## config.mk

```make
export PLATFORM = sky130hd
export DESIGN_NAME = fwd_hazard_unit
export DESIGN_NICKNAME = d
export VERILOG_FILES = /design/src/rtl/fwd_pkg.sv /design/src/rtl/fwd_sel_calc.sv /design/src/rtl/fwd_hazard_unit.sv
export SDC_FILE = /design/constraint.sdc
export NUM_CORES = 1
export LEC_CHECK = 0
export CAP_MARGIN = 40
export CELL_PAD_IN_SITES_DETAIL_PLACEMENT = 0
export CELL_PAD_IN_SITES_GLOBAL_PLACEMENT = 1
export CORE_ASPECT_RATIO = 0.9
export CORE_MARGIN = 3
export CORE_UTILIZATION = 38
export DETAILED_ROUTE_END_ITERATION = 8
export PLACE_DENSITY = 0.84
export SLEW_MARGIN = 15
export SYNTH_ARGS = -nofsm -noshare
export SYNTH_HDL_FRONTEND = slang
export SYNTH_SLANG_ARGS = --single-unit
```

## constraint.sdc

```tcl
create_clock -name clk -period 1.53 [get_ports clk]
set_input_delay 0.306 -clock clk [delete_from_list [all_inputs] [get_ports clk]]
set_output_delay 0.306 -clock clk [all_outputs]
set_load 0.03 [all_outputs]
```

## src/rtl/fwd_pkg.sv

```systemverilog
// Shared types for the forwarding/hazard unit and the E-stage operand muxes.
package fwd_pkg;

    typedef enum logic [1:0] {
        FWD_RF    = 2'b00,
        FWD_WB    = 2'b01,
        FWD_ALU_M = 2'b10,
        FWD_MEM_M = 2'b11
    } fwd_sel_e;

    typedef struct packed {
        logic regwrite;
        logic load;
        logic store;
    } ctl_t;

    typedef enum logic {
        StRun,
        StMemwait
    } fsm_e;

endpackage

```

## src/rtl/fwd_sel_calc.sv

```systemverilog
// Forwarding select for one E-stage operand; M result wins over W.
module fwd_sel_calc
    import fwd_pkg::*;
#(
    parameter int unsigned REG_AW = 5
) (
    input  logic [REG_AW-1:0] src,
    input  logic [REG_AW-1:0] dst_m,
    input  logic              regwrite_m,
    input  logic              load_m,
    input  logic [REG_AW-1:0] dst_w,
    input  logic              regwrite_w,
    output fwd_sel_e          sel
);

    always_comb begin
        sel = FWD_RF;
        // Register 0 is hardwired, so it never takes a forwarded value.
        if (src != '0) begin
            if (regwrite_m && (dst_m == src)) begin
                sel = load_m ? FWD_MEM_M : FWD_ALU_M;
            end else if (regwrite_w && (dst_w == src)) begin
                sel = FWD_WB;
            end
        end
    end

endmodule

```

## src/rtl/fwd_hazard_unit.sv

```systemverilog
// Forwarding selects, memory-wait stall and branch flush for the 5-stage core.
// Define FWD_HAZARD_STALLCNT_EN to add the saturating stall-cycle counter output.
module fwd_hazard_unit
    import fwd_pkg::*;
#(
    parameter int unsigned REG_AW   = 5,
    parameter int unsigned STALL_CW = 16
) (
    input  logic              clk,
    input  logic              rst_n,
    input  logic [REG_AW-1:0] i_addr_rsD,
    input  logic [REG_AW-1:0] i_addr_rtD,
    input  logic [REG_AW-1:0] i_addr_dstD,
    input  logic              i_con_regwriteD,
    input  logic              i_con_loadD,
    input  logic              i_con_storeD,
    input  logic              i_con_brtakenE,
    input  logic              i_con_memready,
    output logic [1:0]        o_con_fba,
    output logic [1:0]        o_con_fbb,
    output logic              o_con_stall,
    output logic              o_con_flushE,
    output logic              o_con_wbenable
`ifdef FWD_HAZARD_STALLCNT_EN
    ,
    output logic [STALL_CW-1:0] o_data_stallcnt
`endif
);

    if (STALL_CW < 1) begin : g_bad_cw
        $error("STALL_CW must be at least 1");
    end

    logic [REG_AW-1:0] rs_e_q, rt_e_q, dst_e_q, dst_m_q, dst_w_q;
    ctl_t              ctl_e_q, ctl_m_q;
    logic              regwrite_w_q;
    fsm_e              state_q, state_d;
    fwd_sel_e          sel_a, sel_b;
    logic              mem_m, stall, flush;

    assign mem_m = ctl_m_q.load | ctl_m_q.store;
    assign stall = mem_m & ~i_con_memready;
    assign flush = i_con_brtakenE & ~stall;

    always_ff @(posedge clk) begin
        if (!rst_n) begin
            rs_e_q       <= '0;
            rt_e_q       <= '0;
            dst_e_q      <= '0;
            ctl_e_q      <= '0;
            dst_m_q      <= '0;
            ctl_m_q      <= '0;
            dst_w_q      <= '0;
            regwrite_w_q <= 1'b0;
        end else if (!stall) begin
            // A bubble also clears the addresses so it can never match a producer.
            if (flush) begin
                rs_e_q  <= '0;
                rt_e_q  <= '0;
                dst_e_q <= '0;
                ctl_e_q <= '0;
            end else begin
                rs_e_q  <= i_addr_rsD;
                rt_e_q  <= i_addr_rtD;
                dst_e_q <= i_addr_dstD;
                ctl_e_q <= '{regwrite: i_con_regwriteD, load: i_con_loadD, store: i_con_storeD};
            end
            dst_m_q      <= dst_e_q;
            ctl_m_q      <= ctl_e_q;
            dst_w_q      <= dst_m_q;
            regwrite_w_q <= ctl_m_q.regwrite;
        end
    end

    always_ff @(posedge clk) begin
        if (!rst_n) begin
            state_q <= StRun;
        end else begin
            state_q <= state_d;
        end
    end

    always_comb begin
        state_d = state_q;
        unique case (state_q)
            StRun:     if (mem_m && !i_con_memready) state_d = StMemwait;
            StMemwait: if (i_con_memready) state_d = StRun;
            default:   state_d = StRun;
        endcase
    end

    fwd_sel_calc #(.REG_AW(REG_AW)) u_sel_a (
        .src        (rs_e_q),
        .dst_m      (dst_m_q),
        .regwrite_m (ctl_m_q.regwrite),
        .load_m     (ctl_m_q.load),
        .dst_w      (dst_w_q),
        .regwrite_w (regwrite_w_q),
        .sel        (sel_a)
    );

    fwd_sel_calc #(.REG_AW(REG_AW)) u_sel_b (
        .src        (rt_e_q),
        .dst_m      (dst_m_q),
        .regwrite_m (ctl_m_q.regwrite),
        .load_m     (ctl_m_q.load),
        .dst_w      (dst_w_q),
        .regwrite_w (regwrite_w_q),
        .sel        (sel_b)
    );

    assign o_con_fba      = sel_a;
    assign o_con_fbb      = sel_b;
    assign o_con_stall    = stall;
    assign o_con_flushE   = flush;
    assign o_con_wbenable = regwrite_w_q & ~stall;

`ifdef FWD_HAZARD_STALLCNT_EN
    logic [STALL_CW-1:0] stallcnt_q;

    always_ff @(posedge clk) begin
        if (!rst_n) begin
            stallcnt_q <= '0;
        end else if (stall && (stallcnt_q != '1)) begin
            stallcnt_q <= stallcnt_q + STALL_CW'(1);
        end
    end

    assign o_data_stallcnt = stallcnt_q;
`else
`endif

endmodule

```

==> impl_metrics.yaml, run 1 <==
setup_path:
  required_ns: 1.22
  rr_worst_depth: 6
  arrival_ns: 1.67
  path_max_fanout: 3
  critical_path_class: "reg2out"
  cp-end-kind: "output pin"
  worstSetupStartpointType: "flop"
  reg2reg_to: "ctl_e_q[0]"
  cp-startpoint: "dst_m_q[0]"
  cp_slowest_cell: "dfxtp_2"
  crit_top_cell: "buf_6"
  path_cells: "buf_6 -> xor2_2 -> nor3_2 -> nand4_1 -> o2bb2ai_2 -> buf_6"
  crit_path_end: "o_con_fbb[0]"
  max_stage_delay_ns: 0.33
  reg2reg_slack_ns: 0.31
  r2r-start: "ctl_m_q[1]"
floorplanning:
  die_w_um: 74.57
  chipHeight_um: 67.71
  core_um2: 3889
  start_util: 0.4134
  dieArea_um2: 5049
  fp-row-count: 21
  ios: 29
logic_synthesis:
  ys_ff_latch: 32
  synth_edf_count: 0
  syn_area_um2: 1608
  yosys.cell_types.count: 23
  syn_inst: 187
  ys_top_cells_by_area: "dfxtp_1 (40%), a21boi_1 (14%), nand2_1 (11%)"
  synth_top_cell_area_share: 0.3984
  synthTopCellsByCount: "nand2_1 (45), dfxtp_1 (32), a21boi_1 (29)"
  seq_area_frac_synth: 0.3984
  synth_top_cell_by_area: "dfxtp_1"
  yosys_most_used_dff: "dfxtp_1"
  synth_area_per_cell_um2: 8.598
  yosysWarnings: 0
  synth_nets: 209
  yosysMostFrequentCell: "nand2_1"
  async_reset_ff_frac: 0
timing:
  fin_ws_ns: -0.4471
  worst-slew-pin-transition_ns: 0.2794
  setup_viol: 4
  clock.fmax_ghz: 0.5058
  fin_crit_ns: 1.977
  drv_slew: 0
  fin_skew_ns: 0.005999
  hold_viol_final: 0
  relSlewSlack: 0.8135
  fin_crit_sh: 1.292
  rsz0062_at_grt: "yes"
drt:
  drc: 0
  ant_nets: 0
  drtIter0Drc: 90
  route.vias.total: 1486
  via_per_inst: 5.072
  wl_per_cell_um: 14.40
  detail_route.wirelength_um: 4218
  drt_first_pass_iters: 6
final_layout:
  ff_latch_area_um2: 654.4
  utilization: 0.6075
  n_antenna_cell: 0
  fin_area_um2: 2362
  drive_above_1_share: 0.3036
  fin_cells: 293
  layout.nets: 268
  multiInputGateArea_um2: 942.2
  fill_cells: 337
  area_growth_pct: 46.93
global_route:
  grt_pass1_vias: 1508
  grt_max_degree: 19
  antenna_found_initial: 0
  overflow: 0
  grt_usage: 0.1893
  grt_pass1_wl_um: 7093
placed_design:
  numPortBuffers: 28
  hpwl_um: 3053
  place.gp.congestion: 0.8257
  dpl-instance-area_um2: 2122
  pre_cts_ws_ns: -0.5691
  place_inst: 279
clock_network:
  cts-root-buf: "clkbuf_8"
  path_clk_slew_ns: 0.07
  htree_num_levels: 2
  clk_path_buf_depth: 2
  cts_hold_buf: 0
  cts_buffers: 5
  cts_sinks: 32
  cts_tree: "yes"
  clock_latency_ns: 0.29
status:
  status: "finished, violations left"
  violations: "setup timing"
worst_hold_path:
  hold_class: "reg2reg"
  hold_start: "dst_e_q[3]"
pwr:
  leakagePower_nw: 0.9383
  total_power_mw: 2.065
  p_per_area_nw_per_um2: 874.1
  vdd_drop_max_v: 0.0004917
job:
  drv_cap: 0
area by class of cell:
class,instances,share of cell area
Tap cell,46,0.02436
Clock inverter,2,0.01483
Sequential cell,32,0.2770
Inverter,2,0.004237
Clock buffer,6,0.03072
Multi-Input combinational cell,142,0.3988
Timing Repair Buffer,63,0.2500
logic make-up (layout without fill, tap and decap cells):
family	Yosys count	in the layout	synth area share
AOI/OAI and AO/OA	35	35	0.1619
xor gates and xnor gates	20	20	0.1089
and+or+nand+nor	87	87	0.2825
DFF	32	32	0.3984
buffers and inverters	13	73	0.04824
how the worst min path moves through the flow:
stage	cells past startpoint	slack, ns	end
final	2	0.46	dst_m_q[3]
after global routing	2	0.48	dst_m_q[3]
after CTS	2	0.46	dst_m_q[4]
after detailed placement	2	0.45	dst_m_q[2]
after global placement	2	0.44	ctl_e_q[1]
after floorplan	2	0.43	ctl_e_q[1]
registers in the layout (all words and copies together) (netlist names):
| signal | count |
|---|---|
| ctl_e_q | 3 |
| dst_m_q | 5 |
| dst_e_q | 5 |
| dst_w_q | 5 |
| regwrite_w_q | 1 |
| rs_e_q | 5 |
| ctl_m_q | 3 |
| rt_e_q | 5 |
critical path, delay by kind of cell (launching register included):
family | cells | cell delay, ns
xor+xnor | 1 | 0.17
flops | 1 | 0.33
buf+inv | 2 | 0.27
compound gates | 1 | 0.18
simple gates | 2 | 0.43
stage by stage:
step	hold WS [ns]	setup TNS, ns
after global routing	0.4756	-1.970
after floorplan	0.4273	-0.04764
after global placement	0.4369	-3.766
after CTS	0.4557	-1.668
final	0.4552	-1.656
after detailed placement	0.4454	-3.896
report_power, final:
part           switching [mW]  internal (mW)
combinational           0.157          0.206
sequential             0.0266          0.867
clock                   0.326          0.483
total                   0.509           1.56
per-layer routing:
metal | GRT usage | share of wire | vias up
met3 | 0.04315 | 0.041 | 11
li1 | - | - | 742
met5 | 0 | 0 | -
met4 | 0.1000 | 0.031 | 0
met1 | 0.2379 | 0.45 | 700
met2 | 0.3004 | 0.48 | 33
timing repair:
item,in CTS,in global routing
pin swaps,8,6
endpoints found under the setup margin,7,7
buffers inserted,5,2
resized for setup,30,7
cell usage in the layout, fill, tap and decap left out, drive strengths merged, types with 2 or more instances in the layout:
cell,netlist,routed
clkdlybuf4s50,0,20
xnor2,10,10
clkbuf,4,6
nor2,7,7
nand2,45,45
o2bb2ai,2,2
a21boi,31,31
o21ai,2,2
or4,2,2
nand3,2,2
buf,7,42
inv,1,2
nor3,4,4
dfxtp,32,32
and2,3,3
nand4,4,4
nand3b,18,18
xor2,10,10
Power figures use the tool's default switching activity.
==> run 2: changes to the inputs <==
--- a/config.mk
+++ b/config.mk
@@ -10,9 +10,10 @@
 export CELL_PAD_IN_SITES_GLOBAL_PLACEMENT = 1
 export CORE_ASPECT_RATIO = 0.9
 export CORE_MARGIN = 3
-export CORE_UTILIZATION = 38
+export CORE_UTILIZATION = 40
+export CTS_BUF_LIST = sky130_fd_sc_hd__clkbuf_4
 export DETAILED_ROUTE_END_ITERATION = 8
-export PLACE_DENSITY = 0.84
+export PLACE_DENSITY = 0.87
 export SLEW_MARGIN = 15
 export SYNTH_ARGS = -nofsm -noshare
 export SYNTH_HDL_FRONTEND = slang
==> run 2 against run 1 <==
Against the previous run: register-to-register slack worse by 0.14 ns; the flow still finishes with violations (setup timing); critical endpoint is now o_con_fba[1]; sequential share of layout area down 0.63 points; utilization up 3.1 points; setup slack worse by 0.019 ns; non-clock buffer count up 6; critical path type unchanged.
==> impl_metrics.yaml, run 2 (same netlist as run 1, synthesis figures left out) <==
global_route:
  grt_usage: 0.1915
  grt_pass1_vias: 1521
  antenna_found_initial: 0
  grt_max_degree: 33
  grt_pass1_wl_um: 7072
  overflow: 0
drt:
  routed-wl-met2_um: 2172
  detail_route.wirelength_um: 4167
  drtIter0Drc: 94
  via_per_inst: 5.060
  route.top_layer_used: "met4"
  ant_nets: 0
  route.vias.total: 1513
  met3_length_um: 146
  drc: 0
  met1Wirelength_um: 1813
  wl_per_cell_um: 13.94
  drt_first_pass_iters: 4
clock_network:
  path_clk_slew_ns: 0.11
  clock_latency_ns: 0.33
  cts_tree: "yes"
  htree_num_levels: 2
  cts_buffers: 5
  cts_sinks: 32
  clk_path_buf_depth: 2
  cts_hold_buf: 0
  cts-root-buf: "clkbuf_4"
timing:
  hold_viol_final: 0
  drv_slew: 0
  worst-slew-pin-transition_ns: 0.2473
  clock.fmax_ghz: 0.5010
  rsz0062_at_grt: "yes"
  fin_crit_ns: 1.996
  fin_skew_ns: 0.01413
  setup_viol: 7
  relSlewSlack: 0.8345
  fin_crit_sh: 1.305
  fin_ws_ns: -0.4662
job:
  drv_cap: 0
floorplanning:
  start_util: 0.4249
  ios: 29
  fp-row-count: 21
  dieArea_um2: 4817
  chipHeight_um: 66.15
  core_um2: 3784
  die_w_um: 72.83
placed_design:
  hpwl_um: 3048
  pre_cts_ws_ns: -0.5482
  place.gp.congestion: 0.7966
  dpl-instance-area_um2: 2130
  numPortBuffers: 28
final_layout:
  layout.nets: 274
  ff_latch_area_um2: 654.4
  utilization: 0.6389
  layout_common_cells: "nand2_1 (45), buf_4 (32), a21boi_1 (29), dfxtp_1 (23), clkdlybuf4s50_1 (21)"
  final_common_cell: "nand2_1"
  fin_area_um2: 2417
  n_antenna_cell: 0
  fill_cells: 302
  drive_above_1_share: 0.3281
  multiInputGateArea_um2: 960.9
  area_growth_pct: 50.35
setup_path:
  crit_top_cell: "buf_6"
  critPathTopFamily: "simple AND/OR/NAND/NOR gates"
  reg2reg_to: "rs_e_q[4]"
  max_stage_delay_ns: 0.53
  arrival_ns: 1.69
  reg2reg_slack_ns: 0.17
  worstSetupStartpointType: "flop"
  path_cells: "or4_4 -> nor2_4 -> buf_6 -> buf_6 -> nor2_2 -> buf_6"
  cp_slowest_cell: "or4_4"
  required_ns: 1.22
  rr_worst_depth: 6
  cp-end-kind: "output pin"
  r2r-start: "ctl_m_q[1]"
  path_max_fanout: 4
  critical_path_class: "reg2out"
  critPathBufInv: 3
status:
  status: "finished, violations left"
  violations: "setup timing"
pwr:
  p_per_area_nw_per_um2: 780.0
  leakagePower_nw: 0.9635
  total_power_mw: 1.886
  vdd_drop_max_v: 0.0004496
worst_hold_path:
  hold_class: "reg2reg"
  min_to: "dst_e_q[1]"
  hold_start: "dst_e_q[1]"
  whs_path_depth: 2
## run 2: cell types whose count changed in the layout (fill, tap and decap cells not counted), sizes merged
cell	previous run	this run
clkbuf	6	5
clkdlybuf4s50	20	21
inv	2	1
dlygate4sd2	1	0
buf	42	48
clkinv	1	3
## run 2: layout make-up
type                    count  share of cell area
inverters                   2            0.005176
clock buffers               5             0.01553
well taps                  46             0.02381
flip-flops and latches     32              0.2707
repair buffers             69              0.2717
clock inverters             3             0.01553
multi-input cells         142              0.3975
## run 2: where the power goes
group          switching (mW)  internal [mW]  total [mW]
Sequential             0.0269          0.866       0.893
Combinational           0.165          0.221       0.385
Clock                   0.274          0.334       0.607
Total                   0.465           1.42        1.89
## run 2: timing repair
item	4_1_cts	5_1_grt
pin swaps	11	11
gates resized for setup	36	6
setup endpoints to repair	7	7
cloned	0	0
setup buffers	9	2
## run 2: worst max path at each step
stage                          start            to  cells after the start  slack (ns)
final                      rs_e_q[2]  o_con_fba[1]                      6       -0.47
after global routing       rs_e_q[2]  o_con_fba[1]                      6       -0.52
after CTS                 dst_m_q[4]  o_con_fbb[0]                      6       -0.50
after detailed placement   rs_e_q[1]  o_con_fba[0]                      5       -0.55
after global placement     rs_e_q[1]  o_con_fba[0]                      5       -0.50
after floorplan            rt_e_q[1]  o_con_fbb[0]                      4       -0.02
## run 2: worst register-to-register path, cell delays in order (launching register included)
cell and delay (ns):
dfxtp_2 0.34, buf_6 0.11, nor2_2 0.08, or2_4 0.18, buf_4 0.27, nand3b_1 0.14
a21boi_0 0.18
## run 2: per-stage QoR
step | std cells | setup TNS, ns | hold slack (ns)
final | 299 | -1.927 | 0.4550
after global routing | 299 | -2.359 | 0.4758
after CTS | 297 | -2.178 | 0.4569
after detailed placement | 280 | -4.557 | 0.4431
after global placement | 280 | -3.548 | 0.4400
after floorplan | 187 | -0.04764 | 0.4273
## run 2: routing by layer
layer,track usage,up-vias
met2,0.3255,35
li1,-,757
met5,0,-
met3,0.04103,5
met4,0.07143,0
met1,0.2358,716
